===== src/rtl/sseg_pkg.sv =====
// Shared constants for seven-segment encode/decode: segment patterns {a..g}
// (bit6=a, bit0=g) and the per-digit status codes.
package sseg_pkg;

    localparam logic [1:0] ST_BLANK   = 2'b00;
    localparam logic [1:0] ST_HEX     = 2'b01;
    localparam logic [1:0] ST_DASH    = 2'b10;
    localparam logic [1:0] ST_INVALID = 2'b11;

    localparam logic [6:0] SEG_BLANK = 7'b0000000;
    localparam logic [6:0] SEG_DASH  = 7'b0000001;

    // Element i is the pattern that displays hex digit i.
    localparam logic [15:0][6:0] SEG_HEX = {
        7'b1000111, 7'b1001111, 7'b0111101, 7'b1001110,  // F E d C
        7'b0011111, 7'b1110111, 7'b1111011, 7'b1111111,  // b A 9 8
        7'b1110000, 7'b1011111, 7'b1011011, 7'b0110011,  // 7 6 5 4
        7'b1111001, 7'b1101101, 7'b0110000, 7'b1111110   // 3 2 1 0
    };

endpackage


===== src/rtl/sseg_pattern_decode.sv =====
// Combinational decode of one 7-bit segment pattern into a status code and
// hex nibble; unrecognised patterns report invalid with nibble 0.
module sseg_pattern_decode
    import sseg_pkg::*;
(
    input  logic [6:0] i_seg,
    output logic [1:0] o_status,
    output logic [3:0] o_nibble
);

    always_comb begin
        o_status = ST_INVALID;
        o_nibble = 4'd0;
        if (i_seg == SEG_BLANK) begin
            o_status = ST_BLANK;
        end else if (i_seg == SEG_DASH) begin
            o_status = ST_DASH;
        end else begin
            for (int i = 0; i < 16; i++) begin
                if (i_seg == SEG_HEX[i]) begin
                    o_status = ST_HEX;
                    o_nibble = 4'(i);
                end
            end
        end
    end

endmodule


===== src/rtl/sseg_scan_reader.sv =====
// Reads back a multiplexed seven-segment bus: one sample per select slot after
// a settle window, per-digit debounce over consecutive scans, then classify.
module sseg_scan_reader
    import sseg_pkg::*;
#(
    parameter int N_DIGITS     = 4,
    parameter int SETTLE       = 2,
    parameter int STABLE_SCANS = 3
) (
    input  logic                  i_CLK,
    input  logic                  i_RESET_N,
    input  logic [6:0]            i_SEG,
    input  logic [N_DIGITS-1:0]   i_DIG,
    output logic [4*N_DIGITS-1:0] o_VALUE,
    output logic [2*N_DIGITS-1:0] o_STATUS,
    output logic                  o_UPDATE,
    output logic                  o_SEL_ERR
);

    localparam int SW = (SETTLE > 0) ? $clog2(SETTLE + 1) : 1;
    localparam int CW = $clog2(STABLE_SCANS + 1);

    logic [N_DIGITS-1:0]          sel_q, sel_d;
    logic [SW-1:0]                settle_q, settle_d;
    logic                         sampled_q, sampled_d;
    logic [N_DIGITS-1:0][6:0]     cand_q, cand_d;
    logic [N_DIGITS-1:0][CW-1:0]  cnt_q, cnt_d;
    logic [4*N_DIGITS-1:0]        value_q, value_d;
    logic [2*N_DIGITS-1:0]        status_q, status_d;
    logic                         update_q, update_d;
    logic                         sel_err_q, sel_err_d;

    logic       slot_change, sample, multi_hot, accept;
    logic [1:0] dec_status;
    logic [3:0] dec_nibble;

    sseg_pattern_decode u_dec (
        .i_seg    (i_SEG),
        .o_status (dec_status),
        .o_nibble (dec_nibble)
    );

    assign slot_change = (i_DIG != sel_q);
    assign sample      = !slot_change && (settle_q == SW'(SETTLE)) && !sampled_q;
    assign multi_hot   = ((i_DIG & (i_DIG - N_DIGITS'(1))) != '0);

    always_comb begin
        sel_d     = sel_q;
        settle_d  = settle_q;
        sampled_d = sampled_q;
        if (slot_change) begin
            sel_d     = i_DIG;
            settle_d  = '0;
            sampled_d = 1'b0;
        end else begin
            if (settle_q != SW'(SETTLE)) settle_d = settle_q + SW'(1);
            if (sample) sampled_d = 1'b1;
        end
    end

    always_comb begin
        cand_d    = cand_q;
        cnt_d     = cnt_q;
        value_d   = value_q;
        status_d  = status_q;
        update_d  = 1'b0;
        sel_err_d = sample && multi_hot;
        accept    = 1'b0;
        for (int k = 0; k < N_DIGITS; k++) begin
            accept = 1'b0;
            if (sample && !multi_hot && i_DIG[k]) begin
                if (i_SEG == cand_q[k]) begin
                    // Saturated count holds and never re-accepts.
                    if (cnt_q[k] != CW'(STABLE_SCANS)) begin
                        cnt_d[k] = cnt_q[k] + CW'(1);
                        accept   = (cnt_q[k] == CW'(STABLE_SCANS - 1));
                    end
                end else begin
                    cand_d[k] = i_SEG;
                    cnt_d[k]  = CW'(1);
                    accept    = (STABLE_SCANS == 1);
                end
                if (accept) begin
                    if ({dec_status, dec_nibble} != {status_q[2*k +: 2], value_q[4*k +: 4]})
                        update_d = 1'b1;
                    status_d[2*k +: 2] = dec_status;
                    value_d[4*k +: 4]  = dec_nibble;
                end
            end
        end
    end

    always_ff @(posedge i_CLK or negedge i_RESET_N) begin
        if (!i_RESET_N) begin
            sel_q     <= '0;
            settle_q  <= '0;
            sampled_q <= 1'b0;
            cand_q    <= '0;
            cnt_q     <= '0;
            value_q   <= '0;
            status_q  <= '0;
            update_q  <= 1'b0;
            sel_err_q <= 1'b0;
        end else begin
            sel_q     <= sel_d;
            settle_q  <= settle_d;
            sampled_q <= sampled_d;
            cand_q    <= cand_d;
            cnt_q     <= cnt_d;
            value_q   <= value_d;
            status_q  <= status_d;
            update_q  <= update_d;
            sel_err_q <= sel_err_d;
        end
    end

    assign o_VALUE   = value_q;
    assign o_STATUS  = status_q;
    assign o_UPDATE  = update_q;
    assign o_SEL_ERR = sel_err_q;

endmodule


===== config.mk =====
export PLATFORM = sky130hd
export DESIGN_NAME = sseg_scan_reader
export DESIGN_NICKNAME = d
export VERILOG_FILES = /design/src/rtl/sseg_pkg.sv /design/src/rtl/sseg_pattern_decode.sv /design/src/rtl/sseg_scan_reader.sv
export SDC_FILE = /design/constraint.sdc
export NUM_CORES = 1
export LEC_CHECK = 0
export ABC_AREA = 1
export BUFFER_PORTS_ARGS = -buffer_cell sky130_fd_sc_hd__buf_4
export CAP_MARGIN = 20
export CORE_MARGIN = 5
export CORE_UTILIZATION = 45
export CTS_CLUSTER_DIAMETER = 80
export DETAILED_ROUTE_END_ITERATION = 12
export SYNTH_ARGS = -nofsm -noshare
export SYNTH_HDL_FRONTEND = slang
export SYNTH_SLANG_ARGS = --single-unit
export TNS_END_PERCENT = 100

===== constraint.sdc =====
create_clock -name i_CLK -period 2.58 [get_ports i_CLK]
set_input_delay 0.258 -clock i_CLK [delete_from_list [all_inputs] [get_ports i_CLK]]
set_output_delay 0.258 -clock i_CLK [all_outputs]
set_load 0.005 [all_outputs]

Yosys cells after proc, flatten, opt, wreduce, memory -nomap -nowiden
Index checks and enable logic that the tools add are counted.
- register bits: 69
- bits of input ports: 13
- output and inout port bits: 26
- logic and storage cells: 170
- add/sub/neg operators: 6
- equality and inequality tests: 40
- multiplexer cells: 71
- bitwise operators: 5
- reduce and logical (&&, ||, !) cells: 27
- operator list (cell ; number):
    7-bit == test, second input constant ; 12
    2-bit 2-to-1 mux ; 30
    4-bit 2-to-1 mux ; 10
    7-bit == test ; 4
    1-bit 2-to-1 mux ; 27
    6-bit inequality test ; 4
    2-bit AND reduction ; 12
    7-bit by 6-bit == test with 1-bit output, second input constant ; 3
    3-bit 2-to-1 mux ; 4
    2-bit by 1-bit adder with 2-bit output, second input constant ; 5
    2-bit == test, second input constant ; 5
    2-bit inequality test, second input constant ; 5
    1-bit logical AND ; 8
    2-bit by 1-bit inequality test with 1-bit output, second input constant ; 4
    7-bit by 1-bit == test with 1-bit output, second input constant ; 1
    7-bit by 5-bit == test with 1-bit output, second input constant ; 1
    7-bit logical NOT ; 1
    4-bit AND ; 1
    4-bit inequality test ; 1
    1-bit NOT ; 4
    2-bit nonzero test ; 2
    4-bit nonzero test ; 1
    4-bit by 1-bit subtractor with 4-bit output, second input constant ; 1
    1-bit logical NOT ; 3

Longest topological paths before layout
- depth after elaboration: 32
- gate-level depth with buffers: 18
- depth with buffers taken out: 17

Cells and area by module
Synthesis repeated with hierarchy kept, for this count alone.
- cells, all modules: 523
- area, all modules: 4169.0 µm²
- by module, submodules not included (module ; times used ; cells each ; area each (µm²) ; sequential area each (µm²)):
    sseg_scan_reader ; 1 ; 453 ; 3812.4 ; 1726.7
    sseg_pattern_decode ; 1 ; 70 ; 356.6 ; 0.0

Least setup slack after synthesis
OpenSTA, ideal clock, no wires.
- kind: flip-flop to flip-flop
- start point: register sel_q[2]
- end point: register cand_q[18] (netlist name)
- data arrival time: 1.659 ns
- setup slack: 0.801 ns
- cell stages (with the launch flop): 12
- path buffers: 2
- cells stage by stage: dfrtp_1 xnor2_1 o2111ai_2 nor2_2 nand3_2 inv_2 nand2_1 or2_1 buf_6 buf_6 nand2_1 o21ai_2
- longest elaborated chain between the ends: 7
- ends and longest elaborated chain (what ; RTL line ; RTL):
    from (decl) ; sseg_scan_reader.sv:23 ; logic [N_DIGITS-1:0] sel_q, sel_d;
    from (signal assigned) ; sseg_scan_reader.sv:105 ; sel_q <= sel_d;
    4-bit inequality test ; sseg_scan_reader.sv:43 ; assign slot_change = (i_DIG != sel_q);
    1-bit logical NOT ; sseg_scan_reader.sv:44 ; assign sample = !slot_change && (settle_q == SW'(SETTLE)) && !sampled_q;
    1-bit logical AND (2 in a row) ; sseg_scan_reader.sv:44 ;
    1-bit logical AND (2 in a row) ; sseg_scan_reader.sv:71 ; if (sample && !multi_hot && i_DIG[k]) begin
    2-bit AND reduction (no source line) ; n/a ;
    to (signal assigned) ; sseg_scan_reader.sv:108 ; cand_q <= cand_d;
    to (decl) ; sseg_scan_reader.sv:26 ; logic [N_DIGITS-1:0][6:0] cand_q, cand_d;
Every way passes these cells.
A chain may end at the register's enable or synchronous reset.

Worst setup path after layout
- start point: register sel_q[3]
- end point: register cand_q[17] (netlist name)
The elaborated chain is that of the path after synthesis.

==> flow_summary.ini <==
[die]
die_x_um = 103.9
io_pins = 39
die_h_um = 103.9
initial_core_util_pct = 45.91
core_area_sq_um = 8636
die_area_sq_um = 10790
rows = 34

[global_route]
grt_antenna_before_repair = 0
globalRouteOverflowTotal = 0
grt_max_degree = 70
grt_pass1_vias = 3110
track_usage_pct = 17.24
grt_pass1_wl_um = 15340

[logic_synthesis]
synthesis.area_sq_um = 3965
synth_top_area_share_pct = 43.55
synth-main-ff-cell = dfrtp_1
yosys-top-cells-area = dfrtp_1 44%, nand2_1 12%, o21ai_0 5.4%
synthArstFlopShare_pct = 100.0
synth_cells = 490
syn_nets = 512
yosys-top-cells-count = 131 x nand2_1, 69 x dfrtp_1, 43 x o21ai_0, 42 x inv_1, 35 x nor2_1
synth_top_area_cell = dfrtp_1
yosys_warnings = 0
synth.distinct_cells = 36
synth-edff-count = 0
ys_seq_area_share_pct = 43.55
synth-seq-cells = 69
syn_avg_cell_area_sq_um = 8.092
yosysMostFrequentCell = nand2_1

[clocking]
clock_latency_ns = 0.35
ctsResizeCount = 0
clk_pin_slew_ns = 0.08
cts_root_buf = clkbuf_8
tritoncts = yes
numCtsBuffers = 9
htreeDepth = 3
clock_sinks = 69
post_cts_buffers = 0
cts_buffer_depth = 2
postCtsHoldBufs = 0

[setup_path]
critPathLaunchType = flop
timing.critical_path.mode_cell = nand2_1
endpoint_kind = flop
critPathMaxFanout = 16
slowest_delay_ns = 0.48
worstPathRequired_ns = 2.79
crit_chain = xnor2_1 > o2111ai_2 > nor2_2 > nand3_2 > inv_2 > nand2_1 > or2_1 > nand2_1 > o21ai_2
crit_type = flop to flop
arrival_ns = 2.31
cpMaxStageDelayCell = or2_1

[cells_and_area]
area_delta_synth_final_pct = 13.03
antennaDiodeCount = 0
drive_gt1_share_pct = 18.03
layout.nets = 544
fin_util_pct = 51.90

[drt]
vias_per_cell = 4.929
drt-total-wl_um = 8852
routedWlPerCell_um = 13.94
vias = 3130
drcViolationCount = 0
drtIter0Drc = 126
drtAntennaViolNets = 0
firstDrtPassIters = 4

[sta]
fmax_mhz = 477.3
setup_ws_ns = 0.4847
finalClockSkew_ns = 0.01102
setup_viol = 0
grt_setup_unrepaired = false
tns_ns = 0
maxSlewHeadroom_pct = 40.99
slew_violations = 0
worst_slew_pin_slew_ns = 0.8851
finalHoldViolations = 0
fin_hold_ws_ns = 0.02750
min_period_over_period_pct = 81.21
period_minus_slack_ns = 2.095

[power_and_ir_drop]
power.density_nw_per_um2 = 484.6
p_leak_nw = 2.174
total_power_mw = 2.172
peakVddDrop_v = 0.0002775

[run]
maxCapViolations = 0

[placement]
gp_congestion = 0.8230
hpwl_um = 6574
place_ws_ns = 0.4087
place.port_buffers = 38

[status]
outcome = finished clean

[hold_path]
hold_path.class = input pin to asynchronous set/reset pin
[logic make-up after synthesis]
kind of cell | share of synthesized area (%)
AO/OA/AOI/OAI | 9.940
AND/OR/NAND/NOR | 27.93
XOR/XNOR | 7.952
buffers and inverters | 7.794
adder cells (fa/ha/maj) | 2.840
flip-flops | 43.55
[sequential cells by signal (all words and copies together), names as in the netlist]
register / count
cand_q: 28
cnt_q: 8
o_SEL_ERR: 1
o_STATUS: 8
o_UPDATE: 1
o_VALUE: 16
sampled_q: 1
sel_q: 4
settle_q: 2
[final timing paths]
| check | to | depth (start not counted) | slack, ns | startpoint |
|---|---|---|---|---|
| setup / recovery | cand_q[17] | 9 | 0.48 | sel_q[3] |
| hold / removal | cnt_q[2] | 1 | 0.03 | i_RESET_N |
| setup reg to reg | cand_q[17] | 9 | 0.48 | sel_q[3] |
| hold reg to reg | o_SEL_ERR | 1 | 0.46 | sampled_q |
| max in group asynchronous | o_VALUE[14] | 1 | 1.97 | i_RESET_N |
| min in group i_CLK | sel_q[1] | 1 | 0.04 | i_DIG[1] |
[metrics by stage]
stage                     area [sq um]  instances
after floorplan                   3965        490
after global placement            4279        619
after detailed placement          4279        619
after CTS                         4482        635
after global routing              4482        635
final                             4482        635
[per-layer routing]
layer	GRT usage, %	share of wire (%)	up-vias
li1	-	-	1627
met5	0	0	-
met1	23.56	50	1450
met2	27.32	45	45
met3	3.911	3.4	8
met4	5.180	1.1	0
[area by class of cell]
cell class	count	area (sq um)
Clock buffer	13	158.9
Sequential cell	69	1727
Fill cell	834	4154
Clock inverter	3	43.79
Tap cell	108	135.1
Timing Repair Buffer	39	292.8
Inverter	52	195.2
Multi-Input combinational cell	351	1929
[worst max-delay path: cells and delay by family, from the launching register on]
family | cells | cell delay (ns)
AND/OR/NAND/NOR | 5 | 1.01
flip-flops | 1 | 0.37
AO/OA/AOI/OAI | 2 | 0.31
XOR/XNOR | 1 | 0.19
buffers and inverters | 1 | 0.08
[cell usage in the layout (no fill, tap or decap), types with 14 or more instances in the layout]
cell type  instances
nand2_1          131
dfrtp_1           69
o21ai_0           43
inv_1             42
buf_4             39
nor2_1            35
nand3_1           23
xnor2_1           22
xor2_1            14
[report_power, final]
part / switching [mW] / total [mW] / internal (mW) / leakage, nW
Combinational: 0.115 / 0.170 / 0.0550 / 1.13
Clock: 0.412 / 0.913 / 0.501 / 0.104
Sequential: 0.00274 / 1.09 / 1.09 / 0.944
Power figures use the tool's default switching activity.
